**config.mk**
```make
export PLATFORM = sky130hd
export DESIGN_NAME = sen_table_seq
export DESIGN_NICKNAME = d
export VERILOG_FILES = /design/src/rtl/sen_pkg.sv /design/src/rtl/sen_phase_acc.sv /design/src/rtl/sen_table_seq.sv
export SDC_FILE = /design/constraint.sdc
export NUM_CORES = 1
export LEC_CHECK = 0
export CORE_AREA = 3 3 111 92
export DETAILED_ROUTE_END_ITERATION = 12
export DIE_AREA = 0 0 114 95
export GPL_ROUTABILITY_DRIVEN = 0
export PLACE_DENSITY = 0.73
export SYNTH_ARGS = -nofsm -noshare
export SYNTH_HDL_FRONTEND = slang
export SYNTH_SLANG_ARGS = --single-unit
```
**constraint.sdc**
```tcl
create_clock -name clk -period 7.81 [get_ports clk]
set_input_delay 1.562 -clock clk [delete_from_list [all_inputs] [get_ports clk]]
set_output_delay 1.562 -clock clk [all_outputs]
set_load 0.02 [all_outputs]
```
**src/rtl/sen_pkg.sv**
```systemverilog
// Shared types and constants for the sine-table sequencer.
// Latency: n/a (declarations only).
// Backpressure: n/a.
package sen_pkg;

  localparam int SEN_WIDTH  = 24;
  localparam int SEN_AMOUNT = 302;
  localparam int SEN_ADDR_W = $clog2(SEN_AMOUNT);

  typedef enum logic [1:0] {
    IDLE  = 2'd0,
    RUN   = 2'd1,
    DRAIN = 2'd2
  } seq_state_t;

  // Modulo-SEN_AMOUNT pointer advance; one extra bit keeps the raw sum from overflowing.
  function automatic logic [SEN_ADDR_W-1:0] wrap_add(input logic [SEN_ADDR_W-1:0] ptr,
                                                     input logic [SEN_ADDR_W-1:0] step);
    logic [SEN_ADDR_W:0] sum;
    sum = {1'b0, ptr} + {1'b0, step};
    if (sum >= (SEN_ADDR_W+1)'(SEN_AMOUNT)) begin
      sum = sum - (SEN_ADDR_W+1)'(SEN_AMOUNT);
    end
    return sum[SEN_ADDR_W-1:0];
  endfunction

endpackage

```
**src/rtl/sen_phase_acc.sv**
```systemverilog
// ROM pointer accumulator: stride latch, modulo-AMOUNT wrap and lap parity flag.
// Latency: ptr updates on the edge where advance is high; load clears it on the same edge.
// Backpressure: ptr holds whenever advance is low, so the parent stalls it by withholding advance.
module sen_phase_acc
  import sen_pkg::*;
#(
  parameter int AMOUNT = SEN_AMOUNT,
  parameter int ADDR_W = $clog2(AMOUNT)
) (
  input  logic              clk,
  input  logic              rst_n,
  input  logic              load,
  input  logic              advance,
  input  logic [ADDR_W-1:0] step,
  output logic [ADDR_W-1:0] ptr,
  output logic              lap
);

  localparam logic [ADDR_W:0]   AMT_X    = (ADDR_W+1)'(AMOUNT);
  localparam logic [ADDR_W-1:0] MAX_STEP = ADDR_W'(AMOUNT - 1);

  logic [ADDR_W-1:0] step_q;
  logic [ADDR_W-1:0] step_clamp;
  logic [ADDR_W-1:0] ptr_nxt;
  logic [ADDR_W:0]   sum;
  logic [ADDR_W:0]   diff;
  logic              wrap;

  // Zero stride would stall the walk, so it becomes 1; oversize strides saturate at AMOUNT-1 (a -1 step).
  always_comb begin
    step_clamp = step;
    if (step == '0) begin
      step_clamp = ADDR_W'(1);
    end else if (step > MAX_STEP) begin
      step_clamp = MAX_STEP;
    end
  end

  // Next pointer in ADDR_W+1 bits; a single subtract suffices since ptr and step_q are both below AMOUNT.
  always_comb begin
    sum     = {1'b0, ptr} + {1'b0, step_q};
    diff    = sum - AMT_X;
    wrap    = (sum >= AMT_X);
    ptr_nxt = wrap ? diff[ADDR_W-1:0] : sum[ADDR_W-1:0];
  end

  // Pointer, stride and lap parity; a new burst always restarts at entry 0 on an even lap.
  always_ff @(posedge clk or negedge rst_n) begin
    if (!rst_n) begin
      ptr    <= '0;
      step_q <= '0;
      lap    <= 1'b0;
    end else if (load) begin
      ptr    <= '0;
      step_q <= step_clamp;
      lap    <= 1'b0;
    end else if (advance) begin
      ptr <= ptr_nxt;
      if (wrap) begin
        lap <= ~lap;
      end
    end
  end

endmodule

```
**src/rtl/sen_table_seq.sv**
```systemverilog
// Sine ROM sequencer: strided modulo walk of the ROM into a one-deep valid/ready output register.
// Latency: start accepted at edge N gives ROM[0] valid after edge N+1; 1 sample/clk while ready.
// Backpressure: ready low with valid high freezes data, pointer and count. Option: SEN_SEQ_MIRROR_EN.
module sen_table_seq
  import sen_pkg::*;
#(
  parameter int WIDTH  = SEN_WIDTH,
  parameter int AMOUNT = SEN_AMOUNT,
  parameter int ADDR_W = $clog2(AMOUNT),
  parameter int CNT_W  = 16
) (
  input  logic              clk,
  input  logic              rst_n,
  input  logic              start,
  input  logic              stop,
  input  logic [ADDR_W-1:0] step,
  input  logic [CNT_W-1:0]  length,
`ifdef SEN_SEQ_MIRROR_EN
  input  logic              mirror,
`endif
  output logic [WIDTH-1:0]  rom_a,
  input  logic [WIDTH-1:0]  rom_rd,
  output logic [WIDTH-1:0]  sample_data,
  output logic              sample_valid,
  input  logic              sample_ready,
  output logic              busy,
  output logic              done
);

  seq_state_t        state;
  seq_state_t        state_nxt;
  logic [CNT_W-1:0]  remaining;
  logic              cont;
  logic              load;
  logic              capture;
  logic              go_idle;
  logic              slot_free;
  logic [ADDR_W-1:0] ptr;
  logic              lap;
  logic [WIDTH-1:0]  cap_data;

  assign slot_free = !sample_valid || sample_ready;
  assign busy      = (state != IDLE);
  assign rom_a     = {{(WIDTH-ADDR_W){1'b0}}, ptr};

  sen_phase_acc #(
    .AMOUNT (AMOUNT),
    .ADDR_W (ADDR_W)
  ) u_phase_acc (
    .clk     (clk),
    .rst_n   (rst_n),
    .load    (load),
    .advance (capture),
    .step    (step),
    .ptr     (ptr),
    .lap     (lap)
  );

`ifdef SEN_SEQ_MIRROR_EN
  logic mirror_q;

  // Mirror mode is fixed for the whole burst.
  always_ff @(posedge clk or negedge rst_n) begin
    if (!rst_n) begin
      mirror_q <= 1'b0;
    end else if (load) begin
      mirror_q <= mirror;
    end
  end

  // Odd laps emit the negated word so the table sweeps both half-waves.
  always_comb begin
    cap_data = rom_rd;
    if (mirror_q && lap) begin
      cap_data = ~rom_rd + WIDTH'(1);
    end
  end
`else
  logic unused_lap;
  assign unused_lap = lap;
  assign cap_data   = rom_rd;
`endif

  // State register.
  always_ff @(posedge clk or negedge rst_n) begin
    if (!rst_n) begin
      state <= IDLE;
    end else begin
      state <= state_nxt;
    end
  end

  // Next state and per-cycle strobes; stop wins over a capture in RUN, and DRAIN waits for the last handshake.
  always_comb begin
    state_nxt = state;
    load      = 1'b0;
    capture   = 1'b0;
    go_idle   = 1'b0;
    case (state)
      IDLE: begin
        if (start) begin
          load      = 1'b1;
          state_nxt = RUN;
        end
      end
      RUN: begin
        if (stop) begin
          state_nxt = DRAIN;
        end else if (slot_free) begin
          capture = 1'b1;
          if (!cont && remaining == CNT_W'(1)) begin
            state_nxt = DRAIN;
          end
        end
      end
      DRAIN: begin
        if (slot_free) begin
          go_idle   = 1'b1;
          state_nxt = IDLE;
        end
      end
      default: state_nxt = IDLE;
    endcase
  end

  // Burst length bookkeeping; continuous bursts never count down.
  always_ff @(posedge clk or negedge rst_n) begin
    if (!rst_n) begin
      remaining <= '0;
      cont      <= 1'b0;
    end else if (load) begin
      remaining <= length;
      cont      <= (length == '0);
    end else if (capture && !cont) begin
      remaining <= remaining - CNT_W'(1);
    end
  end

  // One-deep output register: refilled on capture, emptied by a handshake without a refill.
  always_ff @(posedge clk or negedge rst_n) begin
    if (!rst_n) begin
      sample_data  <= '0;
      sample_valid <= 1'b0;
    end else if (capture) begin
      sample_data  <= cap_data;
      sample_valid <= 1'b1;
    end else if (sample_valid && sample_ready) begin
      sample_valid <= 1'b0;
    end
  end

  // Completion pulse for the cycle after leaving DRAIN.
  always_ff @(posedge clk or negedge rst_n) begin
    if (!rst_n) begin
      done <= 1'b0;
    end else begin
      done <= go_idle;
    end
  end

endmodule
```
==> results of run 1 <==
-- per-stage QoR --
step           cells  hold slack [ps]  cell area, sq um
2_1_floorplan    426            449.7              3700
3_3_place_gp     601            461.8              4558
3_5_place_dp     601            461.0              4558
4_1_cts          617            475.2              4867
5_1_grt          617            501.2              4867
6_report         617            473.4              4867
-- final cells by class --
type                    instances  area [sq um]  share of cell area (%)
clock inverters                 6         70.07                   1.440
inverters                       6         22.52                  0.4627
clock buffers                  10         239.0                   4.910
flip-flops and latches         63          1577                   32.39
repair buffers                 91         900.9                   18.51
multi-input cells             326          1914                   39.33
well taps                     115         143.9                   2.956
-- state kept, by name, indices dropped and copies added (netlist names) --
| name | count |
|---|---|
| u_phase_acc.step_q | 9 |
| state | 2 |
| sample_valid | 1 |
| remaining | 16 |
| u_phase_acc.ptr | 9 |
| cont | 1 |
| done | 1 |
| sample_data | 24 |
-- power groups by stage --
stage	Combinational, uW	Clock [uW]	Sequential, uW
after floorplan	556	0	623
after global placement	912	0	550
after detailed placement	937	0	554
after CTS	941	412	549
after global routing	1030	427	566
final	940	402	550
-- cell usage after synthesis (6+ instances only) --
| master | count |
|---|---|
| o21ai_0 | 23 |
| nor4_1 | 6 |
| dfrtp_1 | 63 |
| clkbuf_1 | 13 |
| inv_1 | 6 |
| nand2b_1 | 7 |
| buf_4 | 15 |
| xnor2_1 | 14 |
| o21ai_1 | 9 |
| nor2_1 | 27 |
| ha_1 | 12 |
| nand2_1 | 114 |
| nand3_1 | 16 |
| o211ai_1 | 7 |
-- worst max-delay path, delay by kind of cell --
kind / cells / cell delay [ps]
and+or+nand+nor: 5 / 1650
buffers and inverters: 1 / 410
xor gates and xnor gates: 1 / 140
AOI/OAI and AO/OA: 1 / 120
-- metal layers --
layer / vias to the layer above / track usage, % / wire length [um]
li1: 1554 / - / -
met1: 1459 / 23.42 / 4266
met2: 119 / 24.66 / 3759
met3: 6 / 4.164 / 700
met4: 0 / 3.165 / 44
met5: - / 0 / 0
-- worst paths after layout --
kind,endpoint,depth (start not counted)
hold reg to reg,sample_data[6],2
min in group asynchronous,sample_data[4],2
setup reg to reg,u_phase_acc.ptr[7],9
hold / removal,sample_data[6],2
max in group asynchronous,remaining[13],2
setup / recovery,remaining[13],8
-- cells in the final DEF (no fill, tap or decap), drive strengths merged, types with 3 or more instances in the layout --
master	n
xor2	5
mux2i	4
dfrtp	63
ha	12
clkinvlp	3
inv	6
conb	15
or3b	4
nor3	7
xnor2	14
and3	3
or3	3
clkdlybuf4s50	88
nand2	114
a211oi	4
a21oi	5
o21ai	32
buf	3
o211ai	7
or4	3
nand3	16
nand2b	8
a31oi	3
nor2	27
clkbuf	10
nor4	8
-- logic make-up (layout without fill, tap and decap cells) --
family                     after synthesis  in the layout  synth area share, %
adders and majority gates               13             13                4.665
and+or+nand+nor                        203            203                26.62
other                                    1             15               0.1028
buffers and inverters                   37            113                5.798
muxes                                    5              5                1.407
xor gates and xnor gates                19             19                4.563
AOI/OAI and AO/OA                       71             71                13.62
DFF                                     63             63                43.22
==> run metrics, run 1 <==
post-synth top area share=43.22%; Pint=1126 uW; area grow syn2layout=33.45%; Worst Hold Class=register to register; WL/cell=14.22 um; final-report setup violation count=0; Area contributors post-synth=dfrtp_1 (43%), nand2_1 (12%), ha_1 (4.1%), xnor2_1 (3.4%), o21ai_0 (3.2%); clock sink total=63; clk buf depth=2; CTS buffer count=9; Final Power=1892 uW; register clock-pin slew on the reported worst setup and hold paths=60 ps; final core occ=53.63%; setup tns final=0 ps; antenna cell count=0; Max Slew Vio Count=0; CTS tree=yes; largest net degree at the start of global routing=64; routed vias=3,138; area of the die=10,830 sq um; post-CTS setup buffer count=0; global-route wire length before repair=14.22 mm; DRC Markers=0; final hold vios=0; share of layout cells above drive strength 1=7.769%; max-cap viol count=0; clock skew=4.862 ps; fill cell count=841; CP Launch Point=stop; DP Worst Slack=3820 ps; Hold Buf Count CTS=0; Period minus WS final=3670 ps; Post-Syn Instances=412; H-tree Lvls=3; top_reg_cell synth=dfrtp_1; Buffers on Ports=89; Die Y=95 um; worst-skew pair later-pin latency=320 ps; Net Sw Power=766.4 uW; core region area=9076 sq um; antenna-violating nets left=0; Pleak=0.002145 uW; vias in the first global route=2,962; Critical Path RT=8050 ps; initial antenna violation count=0; Crit Path Class=input pin to register; Synth cell types=61; unrepaired setup endpoints after global routing=false; status=completed; CP max-delay cell=or4_4; final WL=8.771 mm; CP max stage delay=610 ps; worst ir drop on vdd=176.7 uV; synthesized flop and latch total=63; worst path cell trace=clkdlybuf4s50_1 > or3b_1 > nand2b_4 > or4_4 > nor3_4 > nand2_1 > xor2_1 > o21ai_1; area leader, netlist=dfrtp_1; Post-CTS Resized=0; Worst Path Arrival=3910 ps; Syn Area/Cell=8.853 sq um; sequential power share=29.1%; DP Wirelength=6.485 mm; drt via density=5.086; Least-Margin Pin Slew=1110 ps; Max Clock Freq=0.2725 GHz; slew margin rel.=25.92%; Clock Power Share=21.2%; Pre-antenna DRT Iters=4; Die Wd=114 um; switching share of total power=40.50%; Post-synth EDFFs=0; Final nets=564; combinational share of power=49.7%; DRT iter0 DRCs=183; FF-to-FF Start=u_phase_acc.step_q[0]; Yosys warning count=0; nature of the critical path endpoint=register; final worst setup slack=4140 ps; GRT Overall Usage=16.20%; clock root buffer=clkbuf_16; initial core utilization=40.18%; worst reg2reg setup slack=4810 ps; type of origin of the critical path=input pin; io pins=105; hold_sp=sample_data[6]; Pwr Density=388.8 nW/um^2; final period utilization=46.99%; mapped cell area=3647 sq um; Rows=31; Critical Path Fanout Max=45; ys async rst share=100.0%; Seq/Total Area, Yosys=43.22%; total gr overflow=0
(Power assumes the default switching activity.)
==> inputs of run 2 (changes only) <==
==> constraint.sdc (replaced) <==
create_clock -name clk -period 3.81 [get_ports clk]
set_input_delay 0.762 -clock clk [delete_from_list [all_inputs] [get_ports clk]]
set_output_delay 0.762 -clock clk [all_outputs]
set_load 0.02 [all_outputs]
==> run metrics, run 2 (synthesized netlist as in run 1, its figures left out) <==
Die Y=95 um (unchanged); Clock Power Share=19.2% (-2.0 points); Hold Buf Count CTS=0 (unchanged); final hold vios=0 (unchanged); fill cell count=851 (+1.2%); clock skew=6.197 ps (+1.335 ps); area of the die=10,830 sq um (unchanged); type of origin of the critical path=register; cell count after placement=603 (+0.33%); clk buf depth=2 (unchanged); Max Clock Freq=0.3444 GHz; clock sink total=63 (unchanged); Final Power=3777 uW (+100%); final period utilization=76.20%; area of the multi-input gates=1914 sq um (unchanged); final WL=8.701 mm (-0.80%); Pleak=0.002138 uW (-0.33%); DRT iter0 DRCs=304 (+66%); post-CTS setup buffer count=0 (unchanged); commonest cells after routing, fill and taps aside=nand2_1 (114), clkdlybuf4s50_1 (88), dfrtp_1 (63); Least-Margin Pin Slew=778.9 ps (-331.1 ps); max-cap viol count=0 (unchanged); io pins=105 (unchanged); antenna-violating nets left=0 (unchanged); vias in the first global route=2,910 (-1.8%); Max Slew Vio Count=0 (unchanged); Worst Hold Class=register to register; dpl cell area=4573 sq um (+0.33%); initial core utilization=40.18% (unchanged); Critical Path RT=4040 ps (-4010 ps); Final nets=566 (+0.35%); core region area=9076 sq um (unchanged); switching share of total power=41.20% (+0.70 points); Storage cell area=1577 sq um (unchanged); total gr overflow=0 (unchanged); initial antenna violation count=0 (unchanged); Pwr Density=780.5 nW/um^2 (+100%); most common cell after layout, fill and taps aside=nand2_1; Pint=2221 uW (+97%); CTS buffer count=9 (unchanged); global-route wire length before repair=13.98 mm (-1.7%); Die Wd=114 um (unchanged); leading registers by flop count=sample_data x24, remaining x16; largest net degree at the start of global routing=64 (unchanged); Post-CTS Resized=0 (unchanged); worst-skew pair later-pin latency=320 ps (about the same); final worst setup slack=906.7 ps (-3234 ps); unrepaired setup endpoints after global routing=false; Pre-antenna DRT Iters=4 (unchanged); Buffers on Ports=89 (unchanged); GRT Overall Usage=16.16% (-0.031 points); final-report setup violation count=0 (unchanged); final instance area=4840 sq um (-0.57%); slew margin rel.=48.07% (+22 points); drt via density=5.019 (-1.3%); Rows=31 (unchanged); Largest Register=sample_data; clock root buffer=clkbuf_16; Period minus WS final=2903 ps; CTS tree=yes; combinational share of power=51.1% (+1.4 points); sequential power share=29.7% (+0.6 points); WL/cell=14.06 um (-1.1%); Worst Path Arrival=3130 ps (-780 ps); share of layout cells above drive strength 1=7.937% (+0.17 points); status=completed; routed vias=3,107 (-0.99%); DP Wirelength=6.490 mm (about the same); worst ir drop on vdd=358.1 uV (+100%); DRC Markers=0 (unchanged); register clock-pin slew on the reported worst setup and hold paths=60 ps (about the same); setup tns final=0 ps (unchanged); antenna cell count=0 (unchanged); DP Worst Slack=889.4 ps (-2931 ps); H-tree Lvls=3 (unchanged); Net Sw Power=1556 uW (+100%); nature of the critical path endpoint=register; max FFs per register=24 (unchanged); Non-Filler Instances=619 (+0.32%); Crit Path Class=register to register; Critical Path Fanout Max=7 (-84%); area grow syn2layout=32.69%
[run 2: area by class of cell]
class | instances | share of cell area (%)
multi-input cells | 326 | 39.56
inverters | 6 | 0.4654
well taps | 115 | 2.973
clock buffers | 10 | 4.731
flip-flops and latches | 63 | 32.57
repair buffers | 93 | 18.92
clock inverters | 6 | 0.7756
[run 2: critical path, stage by stage (launching register included)]
cell and delay, ps:
dfrtp_1 390, ha_1 240, fa_1 420, a211oi_2 330, nor4b_1 100, or3b_1 420, a211oi_2 330, o21bai_4 170
and3_1 190, o31ai_1 220
[run 2: worst paths after layout]
path	slack, ps	endpoint	depth (start not counted)	startpoint
max reg2reg	910	u_phase_acc.ptr[7]	9	u_phase_acc.ptr[0]
min reg2reg	470	sample_data[19]	2	sample_data[19]
max in group asynchronous	2680	u_phase_acc.step_q[6]	2	rst_n
max	910	u_phase_acc.ptr[7]	9	u_phase_acc.ptr[0]
min in group asynchronous	590	sample_data[1]	2	rst_n
min	470	sample_data[19]	2	sample_data[19]
[run 2: power groups by stage]
stage          combinational, uW  clock, uW  sequential, uW
2_1_floorplan               1140          0            1280
3_3_place_gp                1880          0            1120
3_5_place_dp                1920          0            1130
4_1_cts                     1930        749            1120
5_1_grt                     2120        778            1160
6_report                    1930        725            1120
[run 2: metal layers]
layer / vias to the layer above / GRT usage [%] / wire length (um) / share of wire [%]
met3: 4 / 4.420 / 586 / 6.7
met2: 98 / 23.00 / 3599 / 41
met1: 1451 / 23.91 / 4471 / 51
met5: - / 0 / 0 / 0
li1: 1554 / - / - / -
met4: 0 / 4.649 / 42 / 0.48
[run 2: per-stage QoR]
step | util (%) | hold WS (ps)
floorplan | - | 449.7
global placement | 50.39 | 456.3
detailed placement | 50.39 | 461.9
CTS | 53.32 | 476.0
global route | 53.32 | 502.4
finish | 53.32 | 472.1
==> inputs of run 3 (changes only) <==
==> constraint.sdc (replaced) <==
create_clock -name clk -period 2.9 [get_ports clk]
set_input_delay 0.58 -clock clk [delete_from_list [all_inputs] [get_ports clk]]
set_output_delay 0.58 -clock clk [all_outputs]
set_load 0.02 [all_outputs]
==> run metrics, run 3 (synthesized netlist as in run 1, its figures left out) <==
status=completed; Least-Margin Pin Slew=669.3 ps (-109.7 ps); cell count after placement=608 (+0.83%); Critical Path Fanout Max=7 (unchanged); post-CTS setup buffer count=0 (unchanged); Die Y=95 um (unchanged); most common cell after layout, fill and taps aside=nand2_1; final hold vios=0 (unchanged); DP Worst Slack=-9.425 ps (-898.8 ps); H-tree Lvls=3 (unchanged); nature of the critical path endpoint=register; worst ir drop on vdd=434.4 uV (+21%); Worst Hold Class=input pin to asynchronous set/reset pin; vias in the first global route=3,044 (+4.6%); antenna-violating nets left=0 (unchanged); final-report setup violation count=0 (unchanged); initial core utilization=40.18% (unchanged); RR Endpoint=u_phase_acc.ptr[7]; DRC Markers=0 (unchanged); Pre-antenna DRT Iters=4 (unchanged); global-route wire length before repair=14.66 mm (+4.9%); final WL=9.058 mm (+4.1%); Worst Path Arrival=3040 ps (-90 ps); clk buf depth=2 (unchanged); Buffers on Ports=89 (unchanged); share of layout cells above drive strength 1=9.430% (+1.5 points); total gr overflow=0 (unchanged); setup tns final=0 ps (unchanged); drt via density=5.067 (+0.95%); CTS buffer count=9 (unchanged); Largest Register=sample_data; met3 Use GR=4.164% (-0.26 points); clock sink total=63 (unchanged); met1 Use GR=24.02% (+0.11 points); DP Wirelength=6.765 mm (+4.2%); register clock-pin slew on the reported worst setup and hold paths=60 ps (about the same); Crit Path Class=register to register; area of the die=10,830 sq um (unchanged); core region area=9076 sq um (unchanged); io pins=105 (unchanged); final worst setup slack=94.21 ps (-812.5 ps); DRT iter0 DRCs=170 (-44%); worst-skew pair later-pin latency=330 ps (about the same); Pwr Density=1050 nW/um^2 (+35%); Final Power=5197 uW (+38%); Pleak=0.002189 uW (+2.4%); WL/cell=14.52 um (+3.3%); commonest cells after routing, fill and taps aside=nand2_1 (114), clkdlybuf4s50_1 (88), dfrtp_1 (63); met2 usage=25.73% (+2.7 points); Non-Filler Instances=624 (+0.81%); Hold Buf Count CTS=0 (unchanged); slew margin rel.=54.98% (+6.9 points); Critical Path RT=3130 ps (-910 ps); final core occ=54.51% (+1.2 points); FF-to-FF Start=u_phase_acc.ptr[0]; Die Wd=114 um (unchanged); Max Slew Vio Count=0 (unchanged); GR peak layer=met2; Period minus WS final=2806 ps (-97.48 ps); clock skew=7.870 ps (+1.673 ps); antenna cell count=0 (unchanged); type of origin of the critical path=register; Rows=31 (unchanged); clock root buffer=clkbuf_16; CTS tree=yes; max-cap viol count=0 (unchanged); GRT Overall Usage=16.94% (+0.78 points); worst reg2reg setup slack=90 ps (-810 ps); R2R cell count=9 (unchanged); routed vias=3,162 (+1.8%); Final nets=571 (+0.88%); final period utilization=96.75% (+21 points); max FFs per register=24 (unchanged); Max Clock Freq=0.3564 GHz (+3.5%); initial antenna violation count=0 (unchanged); leading registers by flop count=sample_data x24, remaining x16; largest net degree at the start of global routing=44 (-31%); area grow syn2layout=35.64%
[run 3: cell count changes in the layout (fill, tap and decap cells not counted), moves of 2 or more]
cell	delta
a211oi_2	-2
a211oi_4	+2
buf_4	+4
clkinvlp_4	-3
[run 3: critical path, cell delays in order (launching register included)]
cell and delay [ps]:
dfrtp_1 370, ha_1 240, fa_2 390, a211oi_4 320
nor4b_1 100, or3b_4 420, a211oi_4 300, o21bai_4 160
and3_1 190, o31ai_1 220
[run 3: worst max path at each step]
stage | to | slack (ps) | depth (start not counted) | from
final | u_phase_acc.ptr[7] | 90 | 9 | u_phase_acc.ptr[0]
after global routing | u_phase_acc.ptr[3] | -20 | 9 | u_phase_acc.ptr[0]
after CTS | u_phase_acc.ptr[7] | 10 | 9 | u_phase_acc.ptr[0]
after detailed placement | u_phase_acc.ptr[7] | -9 | 9 | u_phase_acc.ptr[0]
after global placement | u_phase_acc.ptr[7] | 90 | 9 | u_phase_acc.ptr[0]
after floorplan | u_phase_acc.ptr[7] | 100 | 9 | u_phase_acc.ptr[0]
[run 3: per-layer routing]
layer | vias to the layer above | part of all wire [%]
met2 | 99 | 43
met3 | 9 | 7.2
met5 | - | 0
met4 | 0 | 0.94
li1 | 1564 | -
met1 | 1490 | 49
[run 3: through the flow]
step / cell area, sq um / hold slack, ps
after floorplan: 3700 / 284.4
after global placement: 4623 / 456.3
after detailed placement: 4623 / 465.8
after CTS: 4913 / 303.2
after global routing: 4947 / 338.8
final: 4947 / 280.9
[run 3: layout make-up]
type / instances / area, sq um
fill: 828 / 4129
inverter: 6 / 22.52
clock buffer: 11 / 232.7
tap: 115 / 143.9
clock inverter: 5 / 57.56
multi-input combinational: 326 / 1948
sequential: 63 / 1577
timing repair buffer: 98 / 965.9
[run 3: power by group]
| group | switching (uW) | internal, uW | total, uW | leakage [uW] |
|---|---|---|---|---|
| logic | 1460 | 1210 | 2670 | 0.00126 |
| clock network | 389 | 667 | 1060 | 0.000144 |
| registers | 265 | 1210 | 1480 | 0.000790 |
[run 3: timing repair]
item | in CTS | in global routing
resized for setup | 0 | 6
endpoints found under the hold margin | 0 | 0
setup endpoints to repair | 0 | 5
